--- src/rtl/branch_resolution_queue.sv ---
// In-order queue of predicted conditional branches awaiting resolution.
// Emits a registered predictor-training strobe and a one-cycle mispredict pulse.
module branch_resolution_queue #(
    parameter int DEPTH = 4,
    parameter int PC_W  = 32
) (
    input  logic                     clk,
    input  logic                     rst,
    input  logic                     enq_valid,
    input  logic [PC_W-1:0]          enq_pc,
    input  logic                     enq_pred,
    output logic                     enq_ready,
    input  logic                     res_valid,
    input  logic                     res_br_en,
    input  logic                     flush,
    output logic                     upd_ld,
    output logic                     upd_br_en,
    output logic [PC_W-1:0]          upd_pc,
    output logic                     mispredict,
    output logic [$clog2(DEPTH):0]   count,
    output logic [15:0]              mispred_count
);
    localparam int PTR_W = $clog2(DEPTH);
    localparam int CNT_W = PTR_W + 1;

    logic [PC_W-1:0]  pc_mem   [DEPTH];
    logic             pred_mem [DEPTH];

    logic [PTR_W-1:0] head_q, head_d, tail_q, tail_d;
    logic [CNT_W-1:0] count_q, count_d;
    logic             upd_ld_q, upd_ld_d, upd_br_q, upd_br_d, mis_q, mis_d;
    logic [PC_W-1:0]  upd_pc_q, upd_pc_d;
    logic [15:0]      mispred_cnt_q, mispred_cnt_d;

    logic res_acc, mis_next, enq_acc;

    // Ready looks only at occupancy: a same-cycle resolve never frees a slot for enqueue.
    assign enq_ready = (count_q != CNT_W'(DEPTH));
    assign res_acc   = res_valid & (count_q != '0) & ~flush;
    assign mis_next  = res_acc & (res_br_en != pred_mem[head_q]);
    assign enq_acc   = enq_valid & enq_ready & ~flush & ~mis_next;

    always_comb begin
        head_d        = head_q;
        tail_d        = tail_q;
        count_d       = count_q;
        upd_ld_d      = res_acc;
        upd_br_d      = upd_br_q;
        upd_pc_d      = upd_pc_q;
        mis_d         = mis_next;
        mispred_cnt_d = mispred_cnt_q;

        if (res_acc) begin
            upd_br_d = res_br_en;
            upd_pc_d = pc_mem[head_q];
        end

        // Mispredict squashes every younger entry along with any same-cycle enqueue.
        if (flush || mis_next) begin
            head_d  = tail_q;
            count_d = '0;
        end else begin
            if (res_acc) head_d = head_q + 1'b1;
            if (enq_acc) tail_d = tail_q + 1'b1;
            count_d = count_q + CNT_W'(enq_acc) - CNT_W'(res_acc);
        end

        if (mis_next && mispred_cnt_q != 16'hFFFF)
            mispred_cnt_d = mispred_cnt_q + 16'd1;
    end

    always_ff @(posedge clk or negedge rst) begin
        if (!rst) begin
            head_q        <= '0;
            tail_q        <= '0;
            count_q       <= '0;
            upd_ld_q      <= 1'b0;
            upd_br_q      <= 1'b0;
            upd_pc_q      <= '0;
            mis_q         <= 1'b0;
            mispred_cnt_q <= '0;
        end else begin
            head_q        <= head_d;
            tail_q        <= tail_d;
            count_q       <= count_d;
            upd_ld_q      <= upd_ld_d;
            upd_br_q      <= upd_br_d;
            upd_pc_q      <= upd_pc_d;
            mis_q         <= mis_d;
            mispred_cnt_q <= mispred_cnt_d;
        end
    end

    // Entry storage is left unreset; occupancy alone decides what is live.
    always_ff @(posedge clk) begin
        if (enq_acc) begin
            pc_mem[tail_q]   <= enq_pc;
            pred_mem[tail_q] <= enq_pred;
        end
    end

    assign upd_ld        = upd_ld_q;
    assign upd_br_en     = upd_br_q;
    assign upd_pc        = upd_pc_q;
    assign mispredict    = mis_q;
    assign count         = count_q;
    assign mispred_count = mispred_cnt_q;
endmodule

--- config.mk ---
export PLATFORM = sky130hd
export DESIGN_NAME = branch_resolution_queue
export DESIGN_NICKNAME = d
export VERILOG_FILES = /design/src/rtl/branch_resolution_queue.sv
export SDC_FILE = /design/constraint.sdc
export NUM_CORES = 1
export LEC_CHECK = 0
export BUFFER_PORTS_ARGS = -buffer_cell sky130_fd_sc_hd__buf_4
export CORE_ASPECT_RATIO = 1.5
export CORE_MARGIN = 2
export CORE_UTILIZATION = 57
export CTS_BUF_LIST = sky130_fd_sc_hd__clkbuf_4 sky130_fd_sc_hd__clkbuf_8 sky130_fd_sc_hd__clkbuf_16
export DETAILED_ROUTE_END_ITERATION = 16
export HOLD_SLACK_MARGIN = 0.08
export PLACE_DENSITY_LB_ADDON = 0.1
export SETUP_SLACK_MARGIN = 0.3
export SYNTH_ARGS = -nofsm -noshare
export SYNTH_HDL_FRONTEND = slang
export SYNTH_SLANG_ARGS = --single-unit
--- constraint.sdc ---
create_clock -name clk -period 3.9 [get_ports clk]
set_input_delay 0.78 -clock clk [delete_from_list [all_inputs] [get_ports clk]]
set_output_delay 0.78 -clock clk [all_outputs]
set_load 0.01 [all_outputs]
# Word level (Yosys, flattened, before mapping)
# Memory sizes are Yosys's and may differ from the RTL's. A register that Yosys moved wholly into a read port is not among the register bits.
# Cells that the tools add are included.
# word_totals
regBits,26
ramBits,132
in_bits,39
elab_cells,37
mem_count,2
# memory_table
memory,depth,word_bits,rd,rd_ports_with_merged_regs,wr,line,source
pc_mem,4,32,1,1,1,26,logic [PC_W-1:0] pc_mem [DEPTH];
pred_mem,4,1,1,0,1,27,logic pred_mem [DEPTH];
# op_classes
add_sub_neg,5
eq_ne,3
n_mux,5
n_bitwise,9
n_reduce_logical,6
# op_table
operator,count
adder 16 x 1 -> 16 bit (second input constant),1
!= test 16 bit (second input constant),1
bitwise AND 1 bit,6
adder 2 x 1 -> 2 bit (second input constant),2
2-to-1 mux 2 bit,2
adder 3 x 1 -> 3 bit,1
2-to-1 mux 3 bit,1
!= test 3 bit (second input constant),1
inverter 1 bit,3
nonzero test 3 bit,1
subtractor 3 x 1 -> 3 bit,1
2-to-1 mux 1 bit,2
AND reduction 2 bit,1
nonzero test 2 bit,1
logical AND 1 bit,1
zero test 1 bit,1
logical OR 1 bit,1
!= test 1 bit,1

# Longest topological paths before layout
# logic_depth
ltp_word,9
depth_mapped,14
ltp_nobuf,13

# Worst setup path after synthesis
# No wires, ideal clock.
# synth_path
kind,input-to-reg
startpoint,input port flush
endpoint,register count_q[2] (netlist: count[2])
setup_ns,0.137
arrival_time_ns,2.915
path_slack_ns,0.848
stages,13
n_path_buf,1
path_cell_list,or3b_1 -> buf_6 -> nor3_4 -> and4bb_4 -> inv_1 -> ha_1 -> inv_1 -> ha_1 -> inv_1 -> fa_1 -> xor2_1 -> xnor2_1 -> nor2_1
# synth_via
elab_chain_len,8
word_cells_on_any_way,10
# synth_lines
item,line,source
from (decl),15,"input logic flush,"
inverter 1 bit (*),39,assign res_acc = res_valid & (count_q != '0) & ~flush;
bitwise AND 1 bit (*),39,
bitwise AND 1 bit (*),40,assign mis_next = res_acc & (res_br_en != pred_mem[head_q]);
net mis_d,31,"logic upd_ld_q, upd_ld_d, upd_br_q, upd_br_d, mis_q, mis_d;"
inverter 1 bit,41,assign enq_acc = enq_valid & enq_ready & ~flush & ~mis_next;
bitwise AND 1 bit,41,
adder 3 x 1 -> 3 bit,65,count_d = count_q + CNT_W'(enq_acc) - CNT_W'(res_acc);
subtractor 3 x 1 -> 3 bit,65,
2-to-1 mux 3 bit (*),59,if (flush || mis_next) begin
net count_d[2],30,"logic [CNT_W-1:0] count_q, count_d;"
to (signal assigned),85,count_q <= count_d;
to (decl),30,
# Mark *: on every way through the listed nets, which the timed path passes. The rest lies on a longest branch.
# A chain may end at the register's enable or synchronous reset.

# Final worst setup path
# layout_path
startpoint,register head_q[1]
endpoint,register count_q[2] (netlist: count[2])
# layout_via
elab_chain_len,8
word_cells_on_any_way,9
# layout_lines
item,line,source
from (decl),29,"logic [PTR_W-1:0] head_q, head_d, tail_q, tail_d;"
from (signal assigned),74,head_q <= '0;
from (signal assigned),83,head_q <= head_d;
memory (4 x 1 bit) (*),n/a,
!= test 1 bit (*),40,
bitwise AND 1 bit (*),40,
net mis_d,31,
inverter 1 bit,41,
bitwise AND 1 bit,41,
adder 3 x 1 -> 3 bit,65,
subtractor 3 x 1 -> 3 bit,65,
2-to-1 mux 3 bit (*),59,
net count_d[2],30,
# Marks and branches as above.

==> results.md <==
| Stage | Result | This run |
|---|---|---|
| run status | Outcome | finished, final reports clean |
| synth | Xor/xnor cell area share of the yosys netlist | 2.15% |
| clocking | Count of hold buffers inserted by post-cts repair | 0 |
| clocking | Count of instances resized after the clock tree is built | 0 |
| setup path | Depth of the worst register-to-register path | 13 |
| setup path | WS Path Type | register to register |
| grt | Pin count of the biggest net entering global routing | 59 |
| cells and area | Final #Nets | 526 |
| grt | Global-route met3 utilization | 4.70% |
| clocking | TritonCTS clock tree | done |
| synth | Average size of a mapped cell | 19.7 um^2 |
| synth | Number of distinct library cell variants in the gate-level netlist after synthesis | 38 |
| detailed routing | Number of vias per cell after detailed routing | 5.65 |
| sta | Part of the cycle the worst path needs | 82.4% |
| clocking | Later-pin clock latency in the skew report | 0.42 ns |
| synth | Dominant combinational cell family by area after synthesis | multiplexers |
| setup path | Critical Path RT | 4.18 ns |
| clocking | Clock transition at the registers of the reported paths | 0.07 ns |
| setup path | Worst setup SP type | register |
| synth | Number of warnings issued by yosys | 0 |
| floorplan | Die width | 96.6 um |
| sta | Number of endpoints failing setup at the final stage | 0 |
| sta | Setup total negative slack | 0 ns |
| detailed routing | Vias post-DR | 3662 |
| floorplan | Top Ports | 94 |
| sta | Post-layout min period | 3.22 ns |
| synth | Number of flops mapped to enable cells by yosys | 132 |
| sta | Worst clock skew on the final layout | 0.00988 ns |
| setup path | CP Max Fanout | 14 |
| cells and area | Share of layout cells above drive strength 1 | 43.1% |
| synth | Proportion of synthesized flip-flops having asynchronous set or reset | 30.5% |
| detailed routing | Number of DRC markers in iteration 0 | 134 |
| synth | Simple-gate share of the synthesized area | 4.47% |
| floorplan | Initial Utilization | 58.6% |
| sta | Normalized max-slew margin | 38.1% |
| clocking | CTS buffer count | 17 |
| placed design | Number of input and output port buffers inserted | 93 |
| setup path | Worst R2R Setup Slack | 0.68 ns |
| synth | Flip-flop cell with the highest count after synthesis | edfxtp_1 |
| flow run | Max_cap viols | 0 |
| floorplan | Area enclosed by the die boundary | 13800 um^2 |
| setup path | Maximum single-stage delay on the critical path | 0.62 ns |
| setup path | FF-to-FF End | count[2] |
| synth | Proportion of netlist area held by the largest area contributor | 54.1% |
| power | Cell leakage power | 3.31 nW |
| grt | First-pass GRT wire length | 21.0 mm |
| setup path | Critical register-to-register path startpoint | head_q[1] |
| setup path | Critical Path, Cell by Cell | mux2i_1, mux2i_2, nor3_4, and4bb_4, inv_1, ha_1, inv_1, ha_1, inv_1, fa_1, xor2_1, xnor2_1, nor2_1 |
| grt | Overflow left after global routing | 0 |
| clocking | Clock Sinks | 190 |
| grt | Vias in the first global route | 3938 |
| floorplan | Area of the core | 12500 um^2 |
| clocking | Buffer count from post-CTS setup fixing | 0 |
| power | Net Switching | 1.69 mW |
| placed design | Global placer's final weighted congestion | 0.751 |
| synth | Post-synthesis register bit count | 190 |
| synth | Post-synthesis instance total | 371 |
| synth | Adder-cell share of the synthesized area | 1.47% |
| synth | Most common cell in the netlist | edfxtp_1 |
| power | Power density over the cells | 688 nW/um^2 |
| power | Combinational Power Share | 26.5% |
| clocking | Total number of H-tree levels | 4 |
| cells and area | Core utilization of the finished layout | 70.4% |
| grt | GRT busiest layer | met2 |
| setup path | Crit path max-delay cell type | dfrtp_2 |
| power | Total power of the final layout | 6.06 mW |
| placed design | DPL Wire Length | 8.32 mm |
| power | Worst ir drop on vdd | 0.431 mV |
| sta | Unrepaired setup endpoints after global routing | false |
| setup path | Most used cell along the critical path | inv_1 |
| power | Switch share | 27.9% |
| power | Share of total power in sequential cells | 45.7% |
| detailed routing | Remaining number of nets flagged by the antenna check after routing | 0 |
| sta | Hold Fails Final Rpt | 0 |
| synth | Most common library cells after synthesis | edfxtp_1 (132), dfrtp_1 (58), mux2_2 (36), mux4_2 (32), xnor2_1 (15) |
| synth | Synthesized netlist net count | 418 |
| power | Part of the power in the clock network | 27.8% |
| synth | Post-synthesis compound-gate area fraction | 0.529% |
| floorplan | Number of rows created at floorplan | 50 |
| setup path | Critical path endpoint category | register |
| synth | Seq/Total Area, Yosys | 73.9% |
| clocking | Clk root buf | clkbuf_16 |
| cells and area | Area Growth Syn to Fin | 20.2% |
| grt | Global routing usage on met2 | 36.3% |
| grt | Number of antenna violations at the first check in global routing | 0 |
| sta | Worst-margin pin slew | 0.928 ns |
| cells and area | Diodes inserted | 0 |
| detailed routing | Remaining DRCs | 0 |
| grt | Global-route usage over all layers | 20.9% |
| worst hold path | Classification of the worst-slack hold path | input pin to asynchronous set/reset pin |
| detailed routing | Router iterations before antenna repair | 4 |
| synth | Cell type contributing the most total cell area after synthesis | edfxtp_1 |
| floorplan | Die Height | 143 um |
| synth | Mux contribution to synthesized area | 16.0% |
| sta | Max Fclk | 311 MHz |
| setup path | Worst Path Arrival | 3.50 ns |
| synth | Mapped Area | 7330 um^2 |
| sta | Pins Over Slew Limit | 0 |
| detailed routing | Detailed-route wire length per cell | 20.2 um |
| grt | Global-route track usage on met1 | 26.0% |
| synth | Main area contributors after synthesis | edfxtp_1 (54%), dfrtp_1 (20%), mux4_2 (9.8%), mux2_2 (5.5%), xnor2_1 (1.8%) |
| clocking | CTS Buffer Depth | 2 |
| power | Internal Power | 4.37 mW |
| detailed routing | WL final | 13.1 mm |
[state kept, by name, indices dropped and copies added, names as in the netlist]
register / flops
count: 3
head_q: 2
mispred_count: 16
mispredict: 1
pc_mem: 128
pred_mem: 4
tail_q: 2
upd_br_en: 1
upd_ld: 1
upd_pc: 32
[placed cells by master, fill, tap and decap left out, types with 4 or more instances in the layout]
| cell type | synthesis | layout |
|---|---|---|
| edfxtp_1 | 132 | 132 |
| buf_4 | 1 | 102 |
| dfrtp_1 | 58 | 56 |
| mux2_2 | 36 | 36 |
| mux4_2 | 32 | 32 |
| clkbuf_16 | 0 | 18 |
| xnor2_1 | 15 | 15 |
| nor2_1 | 13 | 13 |
| nand2_1 | 10 | 10 |
| nand4_1 | 8 | 8 |
| nand3_1 | 8 | 8 |
| inv_1 | 7 | 7 |
| ha_1 | 7 | 7 |
| and2_2 | 0 | 4 |
| inv_6 | 0 | 4 |
[layer usage]
metal | up-vias | share of wire [%]
met3 | 10 | 4.5
met2 | 89 | 55
met1 | 1902 | 39
li1 | 1661 | -
met4 | 0 | 1.2
met5 | - | 0
[power groups by stage]
stage | clock network (mW) | registers [mW] | logic (mW)
5_1_grt | 1.80 | 2.81 | 1.76
3_3_place_gp | 0 | 2.79 | 1.60
2_1_floorplan | 0 | 2.84 | 0.963
4_1_cts | 1.72 | 2.77 | 1.65
3_5_place_dp | 0 | 2.81 | 1.64
6_report | 1.68 | 2.77 | 1.61
[cell type report]
type | instances | area [um^2]
flip-flops and latches | 190 | 5420
fillers | 831 | 3710
multi-input cells | 160 | 1810
repair buffers | 102 | 766
clock buffers | 19 | 458
well taps | 156 | 195
clock inverters | 13 | 125
inverters | 8 | 30.0
[critical path, delay by kind of cell (launching register included)]
| family | cells | cell delay (ns) |
|---|---|---|
| fa+ha+maj | 3 | 0.76 |
| mux | 2 | 0.74 |
| flops | 1 | 0.62 |
| simple gates | 3 | 0.51 |
| xor+xnor | 2 | 0.31 |
| buf+inv | 3 | 0.15 |
[per-stage QoR]
stage	hold WS, ns	instances	cell area, um^2	setup slack (ns)
4_1_cts	0.470	648	8800	0.664
6_report	0.451	648	8800	0.685
3_3_place_gp	0.488	616	8220	0.594
3_5_place_dp	0.494	616	8220	0.539
2_1_floorplan	0.484	371	7330	0.848
5_1_grt	0.517	648	8800	0.498
[worst max-delay path by stage]
stage                           to      start  cells past startpoint
after global placement    count[2]      flush                     13
after floorplan           count[2]      flush                     13
after CTS                 count[2]  head_q[1]                     13
after detailed placement  count[2]      flush                     13
after global routing      count[2]  head_q[1]                     13
final                     count[2]  head_q[1]                     13
[logic make-up (layout without fill, tap and decap cells)]
group / after synthesis / in the layout
flops: 190 / 190
compound gates: 5 / 5
simple gates: 57 / 57
buf+inv: 21 / 142
fa+ha+maj: 8 / 8
xor+xnor: 18 / 18
mux: 72 / 72
Power figures use the tool's default switching activity.
